$ cat config.mk
export PLATFORM = sky130hd
export DESIGN_NAME = sysid_ext
export DESIGN_NICKNAME = d
export VERILOG_FILES = /design/src/rtl/sysid_ext_pkg.sv /design/src/rtl/sysid_uptime_counter.sv /design/src/rtl/sysid_ext.sv
export SDC_FILE = /design/constraint.sdc
export NUM_CORES = 1
export LEC_CHECK = 0
export BUFFER_PORTS_ARGS = -buffer_cell sky130_fd_sc_hd__buf_2
export CORE_ASPECT_RATIO = 0.75
export CORE_UTILIZATION = 40
export CTS_CLUSTER_SIZE = 10
export DETAILED_ROUTE_END_ITERATION = 8
export GPL_ROUTABILITY_DRIVEN = 1
export HOLD_SLACK_MARGIN = 0.1
export PLACE_DENSITY = 0.55
export SYNTH_ARGS = -nofsm -noshare
export SYNTH_HDL_FRONTEND = slang
export SYNTH_SLANG_ARGS = --single-unit
$ cat constraint.sdc
create_clock -name clk -period 3.45 [get_ports clk]
set_input_delay 0.345 -clock clk [delete_from_list [all_inputs] [get_ports clk]]
set_output_delay 0.345 -clock clk [all_outputs]
set_load 0.05 [all_outputs]
$ cat src/rtl/sysid_ext_pkg.sv
// ---------------------------------------------------------------------------
// sysid_ext_pkg
// Shared definitions for the system-identification slave: register word
// offsets, CTRL/STATUS bit positions and the byte-lane merge helper used
// by byteenable-qualified writes.
// ---------------------------------------------------------------------------
package sysid_ext_pkg;

    localparam logic [2:0] ADDR_SYS_ID    = 3'd0;
    localparam logic [2:0] ADDR_TIMESTAMP = 3'd1;
    localparam logic [2:0] ADDR_VERSION   = 3'd2;
    localparam logic [2:0] ADDR_SCRATCH   = 3'd3;
    localparam logic [2:0] ADDR_UPTIME_LO = 3'd4;
    localparam logic [2:0] ADDR_UPTIME_HI = 3'd5;
    localparam logic [2:0] ADDR_CTRL      = 3'd6;
    localparam logic [2:0] ADDR_STATUS    = 3'd7;

    localparam int CTRL_EN    = 0;
    localparam int CTRL_CLR   = 1;
    localparam int STATUS_OVF = 0;

    // Replace only the byte lanes whose enable bit is set.
    function automatic logic [31:0] byte_merge(
        input logic [31:0] old_val,
        input logic [31:0] new_val,
        input logic [3:0]  be
    );
        logic [31:0] res;
        res = old_val;
        for (int i = 0; i < 4; i++) begin
            if (be[i]) begin
                res[8*i +: 8] = new_val[8*i +: 8];
            end
        end
        return res;
    endfunction

endpackage

$ cat src/rtl/sysid_uptime_counter.sv
// ---------------------------------------------------------------------------
// sysid_uptime_counter
// Free-running uptime counter with enable and synchronous clear.
//   clk      in   system clock
//   reset_n  in   asynchronous active-low reset
//   en_i     in   count enable
//   clr_i    in   synchronous clear, wins over increment
//   count_o  out  current count value
//   wrap_o   out  high in the cycle whose clock edge takes all-ones to zero
// ---------------------------------------------------------------------------
module sysid_uptime_counter #(
    parameter int CNT_W = 64
) (
    input  logic             clk,
    input  logic             reset_n,
    input  logic             en_i,
    input  logic             clr_i,
    output logic [CNT_W-1:0] count_o,
    output logic             wrap_o
);

    logic [CNT_W-1:0] count_q;
    logic [CNT_W-1:0] count_d;

    always_comb begin
        count_d = count_q;
        if (clr_i) begin
            count_d = '0;
        end else if (en_i) begin
            count_d = count_q + CNT_W'(1);
        end
    end

    always_ff @(posedge clk or negedge reset_n) begin
        if (!reset_n) begin
            count_q <= '0;
        end else begin
            count_q <= count_d;
        end
    end

    // A wrap masked by a clear is not reported.
    assign wrap_o  = en_i & ~clr_i & (&count_q);
    assign count_o = count_q;

endmodule

$ cat src/rtl/sysid_ext.sv
// ---------------------------------------------------------------------------
// sysid_ext
// Avalon-MM system-identification and housekeeping slave. Returns fixed
// ID/timestamp/version words, provides a scratch register, and exposes an
// uptime counter whose high half is read coherently through a shadow that
// is captured on every UPTIME_LO read. Reads have a fixed one-cycle latency.
//   clk            in   system clock
//   reset_n        in   asynchronous active-low reset
//   address[2:0]   in   word address
//   read           in   read strobe
//   write          in   write strobe
//   writedata[31:0] in  write data
//   byteenable[3:0] in  write byte lanes
//   readdata[31:0] out  registered read data, held between reads
//   readdatavalid  out  one-cycle pulse one cycle after read
// ---------------------------------------------------------------------------
module sysid_ext
    import sysid_ext_pkg::*;
#(
    parameter logic [31:0] ID_VALUE     = 32'h0000_0000,
    parameter logic [31:0] TIMESTAMP    = 32'h0000_0000,
    parameter logic [31:0] VERSION      = 32'h0001_0000,
    parameter logic [31:0] SCRATCH_INIT = 32'h0000_0000,
    parameter int          CNT_W        = 64
) (
    input  logic        clk,
    input  logic        reset_n,
    input  logic [2:0]  address,
    input  logic        read,
    input  logic        write,
    input  logic [31:0] writedata,
    input  logic [3:0]  byteenable,
    output logic [31:0] readdata,
    output logic        readdatavalid
);

    logic [31:0]      scratch_q, scratch_d;
    logic             en_q, en_d;
    logic             ovf_q, ovf_d;
    logic [31:0]      shadow_q, shadow_d;
    logic [31:0]      rdata_q, rdata_d;
    logic             rvalid_q, rvalid_d;

    logic [CNT_W-1:0] cnt;
    logic [63:0]      cnt_ext;
    logic             cnt_wrap;
    logic             wr_ctrl;
    logic             wr_status;
    logic             clr_req;
    logic [31:0]      rd_mux;

    assign wr_ctrl   = write && (address == ADDR_CTRL)   && byteenable[0];
    assign wr_status = write && (address == ADDR_STATUS) && byteenable[0];
    // Clear acts on the edge that accepts the CTRL write, so the counter
    // reads zero from the following cycle on.
    assign clr_req   = wr_ctrl && writedata[CTRL_CLR];

    sysid_uptime_counter #(
        .CNT_W (CNT_W)
    ) u_cnt (
        .clk     (clk),
        .reset_n (reset_n),
        .en_i    (en_q),
        .clr_i   (clr_req),
        .count_o (cnt),
        .wrap_o  (cnt_wrap)
    );

    // Zero-extend so the high word is well defined for any CNT_W up to 64.
    assign cnt_ext = 64'(cnt);

    always_comb begin
        rd_mux = '0;
        case (address)
            ADDR_SYS_ID:    rd_mux = ID_VALUE;
            ADDR_TIMESTAMP: rd_mux = TIMESTAMP;
            ADDR_VERSION:   rd_mux = VERSION;
            ADDR_SCRATCH:   rd_mux = scratch_q;
            ADDR_UPTIME_LO: rd_mux = cnt_ext[31:0];
            ADDR_UPTIME_HI: rd_mux = shadow_q;
            ADDR_CTRL:      rd_mux[CTRL_EN]    = en_q;
            ADDR_STATUS:    rd_mux[STATUS_OVF] = ovf_q;
            default:        rd_mux = '0;
        endcase
    end

    always_comb begin
        scratch_d = scratch_q;
        en_d      = en_q;
        ovf_d     = ovf_q;
        shadow_d  = shadow_q;
        rdata_d   = rdata_q;
        rvalid_d  = read;

        if (write && (address == ADDR_SCRATCH)) begin
            scratch_d = byte_merge(scratch_q, writedata, byteenable);
        end
        if (wr_ctrl) begin
            en_d = writedata[CTRL_EN];
        end
        if (wr_status && writedata[STATUS_OVF]) begin
            ovf_d = 1'b0;
        end
        // A wrap in the same cycle as the W1C leaves the flag set.
        if (cnt_wrap) begin
            ovf_d = 1'b1;
        end

        // Read mux sees pre-write register values.
        if (read) begin
            rdata_d = rd_mux;
            if (address == ADDR_UPTIME_LO) begin
                shadow_d = cnt_ext[63:32];
            end
        end
    end

    always_ff @(posedge clk or negedge reset_n) begin
        if (!reset_n) begin
            scratch_q <= SCRATCH_INIT;
            en_q      <= 1'b1;
            ovf_q     <= 1'b0;
            shadow_q  <= '0;
            rdata_q   <= '0;
            rvalid_q  <= 1'b0;
        end else begin
            scratch_q <= scratch_d;
            en_q      <= en_d;
            ovf_q     <= ovf_d;
            shadow_q  <= shadow_d;
            rdata_q   <= rdata_d;
            rvalid_q  <= rvalid_d;
        end
    end

    assign readdata      = rdata_q;
    assign readdatavalid = rvalid_q;

endmodule

==> summary.txt, run 1 <==
Critical path capture point -> u_cnt.count_o[46]
Clock skew -> 10.79 ps
Layout cells sized above 1 -> 24.35%
Fin. Hold Viols -> 0
H-Tree Depth -> 4
Die ar. -> 0.01968 mm2
Final setup violation count -> 0
EDFF count, synth -> 0
TNS Setup -> 0 ps
Crit path launch type -> register
Pin count of the biggest net entering global routing -> 91
HP Class -> in2reg
Core Region -> 0.01862 mm2
Dpl ws -> 710.0 ps
Worst VDD drop -> 0.0003486 V
Clk pin slew, worst setup/hold paths -> 70 ps
Post-synthesis adder-cell area fraction -> 0.1636%
Post-route antenna net violation count -> 0
CTS tree -> done
Die Y-Extent -> 121.7 um
Gr usage total -> 20.79%
RSZ-0062 raised after global routing -> false
Synthesized cell area -> 0.007646 mm2
Worst path slowest cell -> or4_1
Minimum clock period -> 2789 ps
Clock share of power -> 32.5%
Top Ports -> 76
# port buffers -> 75
Die X -> 161.6 um
Fin util -> 48.13%
Root Buffer -> clkbuf_16
XOR/XNOR Fraction of Synth Area -> 4.353%
Synth unique cells -> 37
Worst path cell trace -> ha_1 -> nand3_1 -> or3_1 -> or4_1 -> or4_1 -> a21oi_1
Leakage -> 3.773 nW
Setup WS post-layout -> 661.4 ps
Synth Area in Compound Gates -> 8.689%
Share of synthesized cell area in and, or, nand and nor gates -> 15.69%
Cts repair resizes -> 0
Initial antenna violation count -> 0
DRC viols -> 0
DP Wirelength -> 13560 um
R2R cell count -> 6
Syn Inst Count -> 727
Vias in the first global route -> 5922
Fmax -> 0.3586 GHz
GP Congestion -> 0.8597
Internal Pwr Total -> 4.075 mW
Clock latency on the worst-skew pair -> 420 ps
Reg power frac -> 48.6%
Combinational power share -> 18.9%
Status -> finished clean
Net count after synthesis -> 771
Fin Hold WS -> 148.9 ps
Post-CTS setup buffer count -> 0
CP startpoint -> u_cnt.count_o[0]
Clock Tree Buf Depth -> 2
Critical path class -> reg2reg
Max-slew violations -> 0
N_diodes -> 0
Main combinational cell family by area after synthesis -> simple AND/OR/NAND/NOR gates
P&R area growth vs syn -> 17.18%
Net Sw Frac -> 32.00%
First-pass GRT wire length -> 31470 um
# rows -> 43
Register area share after synthesis -> 53.36%
Final period utilization -> 80.83%
Async set or reset register ratio after synthesis -> 100.0%
CP arrival -> 3120 ps
WL final -> 19330 um
Total gr overflow -> 0
Fill cells -> 1740
Clk sinks -> 163
CP dominant cell by count -> or4_1
Via count -> 5767
CTS Buf Count -> 17
Slowest stage delay, CP -> 720 ps
Maxcap violations -> 0
Post-DR wirelength/cell -> 18.23 um
CP Capture Type -> register
Reg2Reg Setup Slack -> 660 ps
Max FO, Critical Path -> 10
Layout Nets -> 844
Hold_buf cts -> 1
Vias/cell -> 5.441
Ys flop type -> dfrtp_1
Synth Register Bits -> 163
CP required -> 3780 ps
Syn Area/Cell -> 10.52 um2
Worst-margin pin slew -> 1065 ps
R2R Path Start -> u_cnt.count_o[0]
Yosys Warn Count -> 0
Initial core utilization -> 41.07%
Hold Path Stages -> 2
PwrDens -> 668.8 mW/mm2
Reg-to-reg endpoint -> u_cnt.count_o[46]
Relative slew slack -> 29.03%
Mux share of post-synthesis cell area -> 13.91%
Switch Pwr -> 1.917 mW
Drt initial violations -> 361
Initial DRT Pass Iterations -> 4
-- metrics by stage --
stage          area (um2)  cells  total power [mW]
2_1_floorplan        7646    727             3.629
3_3_place_gp         8342   1027             4.022
3_5_place_dp         8342   1027             4.079
4_1_cts              8960   1060             6.043
5_1_grt              8960   1060             6.320
6_report             8960   1060             5.992
-- flip-flops by register name, indices dropped and copies added, names as in the netlist --
register	count
shadow_q	32
u_cnt.count_o	64
ovf_q	1
readdata	32
readdatavalid	1
en_q	1
scratch_q	32
-- worst min path at each step --
stage	startpoint	endpoint	slack, ps
final	writedata[23]	scratch_q[23]	150
after global routing	writedata[19]	scratch_q[19]	140
after CTS	writedata[23]	scratch_q[23]	130
after detailed placement	reset_n	u_cnt.count_o[42]	480
after global placement	reset_n	shadow_q[10]	480
after floorplan	reset_n	ovf_q	50
-- kinds of logic (layout without fill, tap and decap cells) --
| family | Yosys count | in the layout |
|---|---|---|
| AND/OR/NAND/NOR | 231 | 231 |
| flip-flops | 163 | 163 |
| AO/OA/AOI/OAI | 119 | 119 |
| multiplexers | 98 | 98 |
| buffers and inverters | 77 | 163 |
| XOR/XNOR | 38 | 38 |
| adder cells (fa/ha/maj) | 1 | 1 |
-- Yosys cell counts (all sizes together) (2+ instances only) --
cell    count  share of area (%)
nand3      27                1.8
o31ai       7               0.69
o21ai      20                1.3
buf         8               0.44
nor2       81                4.0
and4        7               0.80
a21oi      58                3.8
nand2b      3               0.25
or3        18                1.5
nand4      28                2.4
dfrtp     162                 53
nor3       10               0.65
xor2       17                1.9
xnor2      21                2.4
a22o        2               0.23
mux2i      32                4.2
nor4       15                1.3
o22ai      30                2.5
and3        5               0.41
or4        10                1.0
nand2      21                1.0
nor2b       3               0.25
mux2       66                9.7
inv        39                1.9
clkbuf     30                1.5
-- layer usage --
layer | vias up | share of wire [%] | track usage [%] | wire length [um]
met3 | 17 | 3.3 | 3.779 | 630
met4 | 0 | 1.4 | 7.901 | 265
met5 | - | 0 | 0 | 0
met2 | 108 | 46 | 31.68 | 8803
met1 | 2893 | 50 | 29.51 | 9630
li1 | 2749 | - | - | -
-- area by class of cell --
| type | instances | area [um2] | share of cell area, % |
|---|---|---|---|
| clock buffer | 19 | 432.9 | 4.832 |
| clock inverter | 13 | 175.2 | 1.955 |
| inverter | 39 | 146.4 | 1.634 |
| multi-input combinational | 487 | 3292 | 36.74 |
| sequential | 163 | 4080 | 45.54 |
| tap | 247 | 309.0 | 3.449 |
| timing repair buffer | 92 | 524.3 | 5.851 |
-- worst max-delay path: cells and delay by family (launching register included) --
family | cells | cell delay (ps)
AND/OR/NAND/NOR | 4 | 1920
flip-flops | 1 | 420
adder cells (fa/ha/maj) | 1 | 210
AO/OA/AOI/OAI | 1 | 160
-- cell usage in the layout, fill, tap and decap left out, types with 10 or more instances in the layout --
master       n
a21oi_1     58
buf_2       74
buf_4       15
clkbuf_16   17
dfrtp_1    162
inv_1       39
mux2_2      66
mux2i_1     32
nand2_1     21
nand3_1     26
nand4_1     27
nor2_1      80
nor3_1      10
nor4_1      13
o21ai_0     19
o22ai_1     30
or3_1       18
xnor2_1     21
xor2_1      17
-- power groups by stage --
stage          Clock, mW  Sequential (mW)  Combinational, mW
3_5_place_dp           0             2.94               1.14
2_1_floorplan          0             2.87              0.761
5_1_grt             2.07             2.99               1.26
6_report            1.95             2.91               1.13
4_1_cts             1.99             2.91               1.15
3_3_place_gp           0             2.91               1.11
Power figures use the tool's default switching activity.
==> inputs of run 2 (changes only) <==
clock period = 2.8 ns   (was 3.45 ns; I/O delays follow)
==> run 2 against run 1 <==
Effect of this change: fmax is 7.4% higher; clock skew is 3.3 ps higher; register-to-register slack worse by 460 ps; sequential power is 23% higher; cell count is 3.4% higher; largest cell class unchanged; largest power group unchanged.
==> summary.txt, run 2 (synthesis results as in run 1) <==
Status -> finished clean
Max FO, Critical Path -> 9
Final period utilization -> 92.77%
Leakage -> 3.915 nW
Fmax -> 0.3850 GHz
Worst-margin pin slew -> 689.3 ps
CTS Buf Count -> 17
Gr usage total -> 21.46%
Via count -> 5966
Initial antenna violation count -> 1
Clock Tree Buf Depth -> 2
CP dominant cell by count -> or4_1
Placed cell area -> 0.008399 mm2
Hold Path Stages -> 2
Worst path cell trace -> ha_1 -> nand3_1 -> or3_1 -> or4_1 -> or4_1 -> a21oi_1
Most frequent cells in the layout -> dfrtp_1 (162), nor2_1 (80), buf_2 (74)
Fill cells -> 1686
WL final -> 19900 um
CP Capture Type -> register
Global Route met2 Usage -> 33.84%
RSZ-0062 raised after global routing -> false
Initial core utilization -> 41.07%
Post-CTS setup buffer count -> 0
R2R Path Start -> u_cnt.count_o[0]
Pin count of the biggest net entering global routing -> 74
CP startpoint -> u_cnt.count_o[0]
GP Congestion -> 0.8364
Maxcap violations -> 0
Setup WS post-layout -> 202.4 ps
# port buffers -> 75
Core Region -> 0.01862 mm2
Total gr overflow -> 0
DP Wirelength -> 13890 um
TNS Setup -> 0 ps
Clock skew -> 14.12 ps
Die X -> 161.6 um
Slowest stage delay, CP -> 670 ps
HP Class -> in2reg
Root Buffer -> clkbuf_16
Layout cells sized above 1 -> 24.29%
Vias in the first global route -> 5934
Crit path launch type -> register
CP arrival -> 2950 ps
R2R cell count -> 6
CTS tree -> done
Vias/cell -> 5.443
Critical path class -> reg2reg
Max-slew violations -> 0
Worst VDD drop -> 0.0003961 V
Clk pin slew, worst setup/hold paths -> 60 ps
Drt initial violations -> 343
Largest register FFs -> 64
Clk sinks -> 163
Hold_buf cts -> 30
Relative slew slack -> 54.05%
Reg-to-reg endpoint -> u_cnt.count_o[46]
Minimum clock period -> 2598 ps
Initial DRT Pass Iterations -> 5
Leading cell type in the layout, fill and taps excluded -> dfrtp_1
PwrDens -> 793.3 mW/mm2
Register area -> 0.004080 mm2
P&R area growth vs syn -> 21.50%
Gr busiest metal -> met2
Hold Startpoint -> writedata[1]
Top Ports -> 76
Post-route antenna net violation count -> 0
H-Tree Depth -> 4
Hold endpoint -> scratch_q[1]
Clock latency on the worst-skew pair -> 440 ps
Layout Nets -> 879
# rows -> 43
Multi-input combinational cell area -> 0.003292 mm2
CP required -> 3150 ps
Met1 usage in global routing -> 29.81%
Post-DR wirelength/cell -> 18.15 um
Fin. Hold Viols -> 0
Met3 usage -> 4.699%
Fin Hold WS -> 109.2 ps
Worst path slowest cell -> or4_1
Die ar. -> 0.01968 mm2
Cts repair resizes -> 0
Dpl ws -> 229.9 ps
DRC viols -> 0
Die Y-Extent -> 121.7 um
Reg2Reg Setup Slack -> 200 ps
First-pass GRT wire length -> 32120 um
Post-Layout Inst Area -> 0.009290 mm2
Final setup violation count -> 0
-- run 2: changes by cell type in the layout (fill, tap and decap cells not counted), sizes merged --
cell	delta
buf	+6
clkinvlp	+2
diode	+1
clkinv	-1
clkbuf	-1
bufinv	-1
inv	+1
dlygate4sd3	+29
-- run 2: routing by layer --
layer	vias up	share of wire [%]
met2	121	46
met3	14	3.8
met1	3013	48
li1	2818	-
met5	-	0
met4	0	1.3
-- run 2: critical path, delay by kind of cell, from the launching register on --
family | cells | cell delay, ps
and+or+nand+nor | 4 | 1730
AOI/OAI and AO/OA | 1 | 150
adders and majority gates | 1 | 210
DFF | 1 | 420
-- run 2: worst max path at each step --
stage,to,slack (ps),depth (start not counted)
after floorplan,u_cnt.count_o[46],240,8
after global placement,u_cnt.count_o[46],290,5
after detailed placement,u_cnt.count_o[46],230,6
after CTS,u_cnt.count_o[46],210,6
after global routing,u_cnt.count_o[46],70,6
final,u_cnt.count_o[46],200,6
-- run 2: where the power goes --
group	switching (mW)	leakage [nW]	internal [mW]	total (mW)
logic	0.766	1.65	0.673	1.44
registers	0.629	1.99	2.96	3.59
clock network	0.999	0.280	1.34	2.34
-- run 2: final cells by class --
class | count | share of cell area (%)
diodes | 1 | 0.02694
clock buffers | 18 | 4.727
clock inverters | 14 | 1.603
inverters | 39 | 1.576
multi-input cells | 487 | 35.43
flip-flops and latches | 163 | 43.92
well taps | 247 | 3.327
repair buffers | 127 | 9.387
-- run 2: through the flow --
step	cells	power, mW	util, %
global placement	1033	4.967	45.12
CTS	1095	7.428	49.89
finish	1096	7.370	49.91
detailed placement	1033	5.037	45.12
floorplan	727	4.471	-
global route	1095	7.763	49.89
==> inputs of run 3 (changes only) <==
CORE_UTILIZATION = 61   (was 40)
CTS_BUF_LIST = sky130_fd_sc_hd__clkbuf_4   (was not set)
PLACE_DENSITY = 0.79   (was 0.55)
==> run 3 against run 2 <==
Effect of this change: sequential power barely moved; sequential share of layout area grew 1.9 points; die area is 34% lower; clock power shrank 43%; routed wire length fell by 3.3%; critical path type unchanged; critical endpoint unchanged; largest cell class unchanged.
==> summary.txt, run 3 (synthesis results as in run 1) <==
Initial DRT Pass Iterations -> 5
Dpl ws -> 225.1 ps
Most frequent cells in the layout -> dfrtp_1 (162), nor2_1 (80), buf_2 (74)
Initial core utilization -> 62.36%
Fin util -> 72.65%
Clock latency on the worst-skew pair -> 570 ps
Clock Tree Buf Depth -> 2
CP dominant cell by count -> or4_1
Slowest stage delay, CP -> 710 ps
Fmax -> 0.3785 GHz
Global Route met2 Usage -> 49.35%
Layout Nets -> 883
H-Tree Depth -> 4
Placed Cells -> 953
Initial antenna violation count -> 0
Gr busiest metal -> met2
Clock skew -> 24.37 ps
Met1 usage in global routing -> 43.33%
Top Ports -> 76
Clk sinks -> 163
Minimum clock period -> 2642 ps
Root Buffer -> clkbuf_4
Vias/cell -> 6.082
HP Class -> in2reg
PwrDens -> 718.6 mW/mm2
Layout cells sized above 1 -> 24.30%
Leading cell type in the layout, fill and taps excluded -> dfrtp_1
Largest register FFs -> 64
Pin count of the biggest net entering global routing -> 65
Via count -> 6191
Max FO, Critical Path -> 12
Post-CTS setup buffer count -> 0
Final non-filler cell total -> 1018
Worst VDD drop -> 0.0004916 V
Critical path class -> reg2reg
TNS Setup -> 0 ps
Post-route antenna net violation count -> 0
Die ar. -> 0.01299 mm2
Status -> finished clean
RSZ-0062 raised after global routing -> false
Total gr overflow -> 0
# port buffers -> 75
WL final -> 19240 um
CP arrival -> 3130 ps
# rows -> 35
DP Wirelength -> 13130 um
N_diodes -> 0
Die X -> 131.3 um
CTS Buf Count -> 17
Drt initial violations -> 480
Final setup violation count -> 0
First-pass GRT wire length -> 31800 um
Met3 usage -> 5.967%
Crit path launch type -> register
CP Capture Type -> register
Vias in the first global route -> 6142
DRC viols -> 0
Setup WS post-layout -> 157.8 ps
GP Congestion -> 0.9496
Worst path slowest cell -> or4_1
Relative slew slack -> 52.25%
Fin Hold WS -> 132.9 ps
CP required -> 3290 ps
Cts repair resizes -> 0
Max-slew violations -> 0
Final period utilization -> 94.36%
Leakage -> 3.797 nW
Gr usage total -> 31.72%
Worst path cell trace -> nand2_1 -> or4_4 -> or4_1 -> or4_1 -> a21oi_1
Post-DR wirelength/cell -> 18.90 um
Clk pin slew, worst setup/hold paths -> 160 ps
Maxcap violations -> 0
Worst-margin pin slew -> 709.8 ps
Die Y-Extent -> 98.96 um
CTS tree -> done
P&R area growth vs syn -> 16.51%
Fin. Hold Viols -> 0
Core Region -> 0.01226 mm2
-- run 3: worst max-delay path, delay by kind of cell (launching register included) --
kind             cells  cell delay [ps]
AO/OA/AOI/OAI        1              150
AND/OR/NAND/NOR      4             1950
flip-flops           1              480
-- run 3: worst paths after layout --
check	start	end	slack [ps]	cells after the start
setup / recovery	u_cnt.count_o[6]	u_cnt.count_o[46]	160	5
hold / removal	address[0]	readdata[16]	130	4
setup reg to reg	u_cnt.count_o[6]	u_cnt.count_o[46]	160	5
hold reg to reg	scratch_q[23]	scratch_q[23]	530	1
max in group asynchronous	reset_n	scratch_q[30]	1760	3
min in group asynchronous	reset_n	readdata[10]	230	2
-- run 3: stage by stage --
stage	instance area [um2]	power, mW
after detailed placement	8305	5.032
after CTS	8909	6.398
after global placement	8305	4.906
after global routing	8909	6.735
final	8909	6.402
after floorplan	7646	4.471
-- run 3: what timing repair did --
item,4_1_cts,5_1_grt
hold buffers,33,0
endpoints found under the hold margin,84,0
setup endpoints to repair,0,0
-- run 3: power by group --
part	leakage (nW)	internal [mW]	switching, mW
registers	1.99	2.95	0.646
logic	1.67	0.683	0.781
clock network	0.146	0.398	0.945
-- run 3: layout make-up --
class                           instances  area, um2
Sequential cell                       163       4080
Fill cell                             875       3353
Multi-Input combinational cell        487       3292
Timing Repair Buffer                  131      909.6
Tap cell                              166      207.7
Inverter                               39      146.4
Clock inverter                         15      145.1
Clock buffer                           17      127.6
-- run 3: metal layers --
| metal | vias up | share of wire, % |
|---|---|---|
| met5 | - | 0 |
| met4 | 0 | 3.9 |
| met3 | 59 | 5.4 |
| met2 | 249 | 47 |
| met1 | 3055 | 44 |
| li1 | 2828 | - |
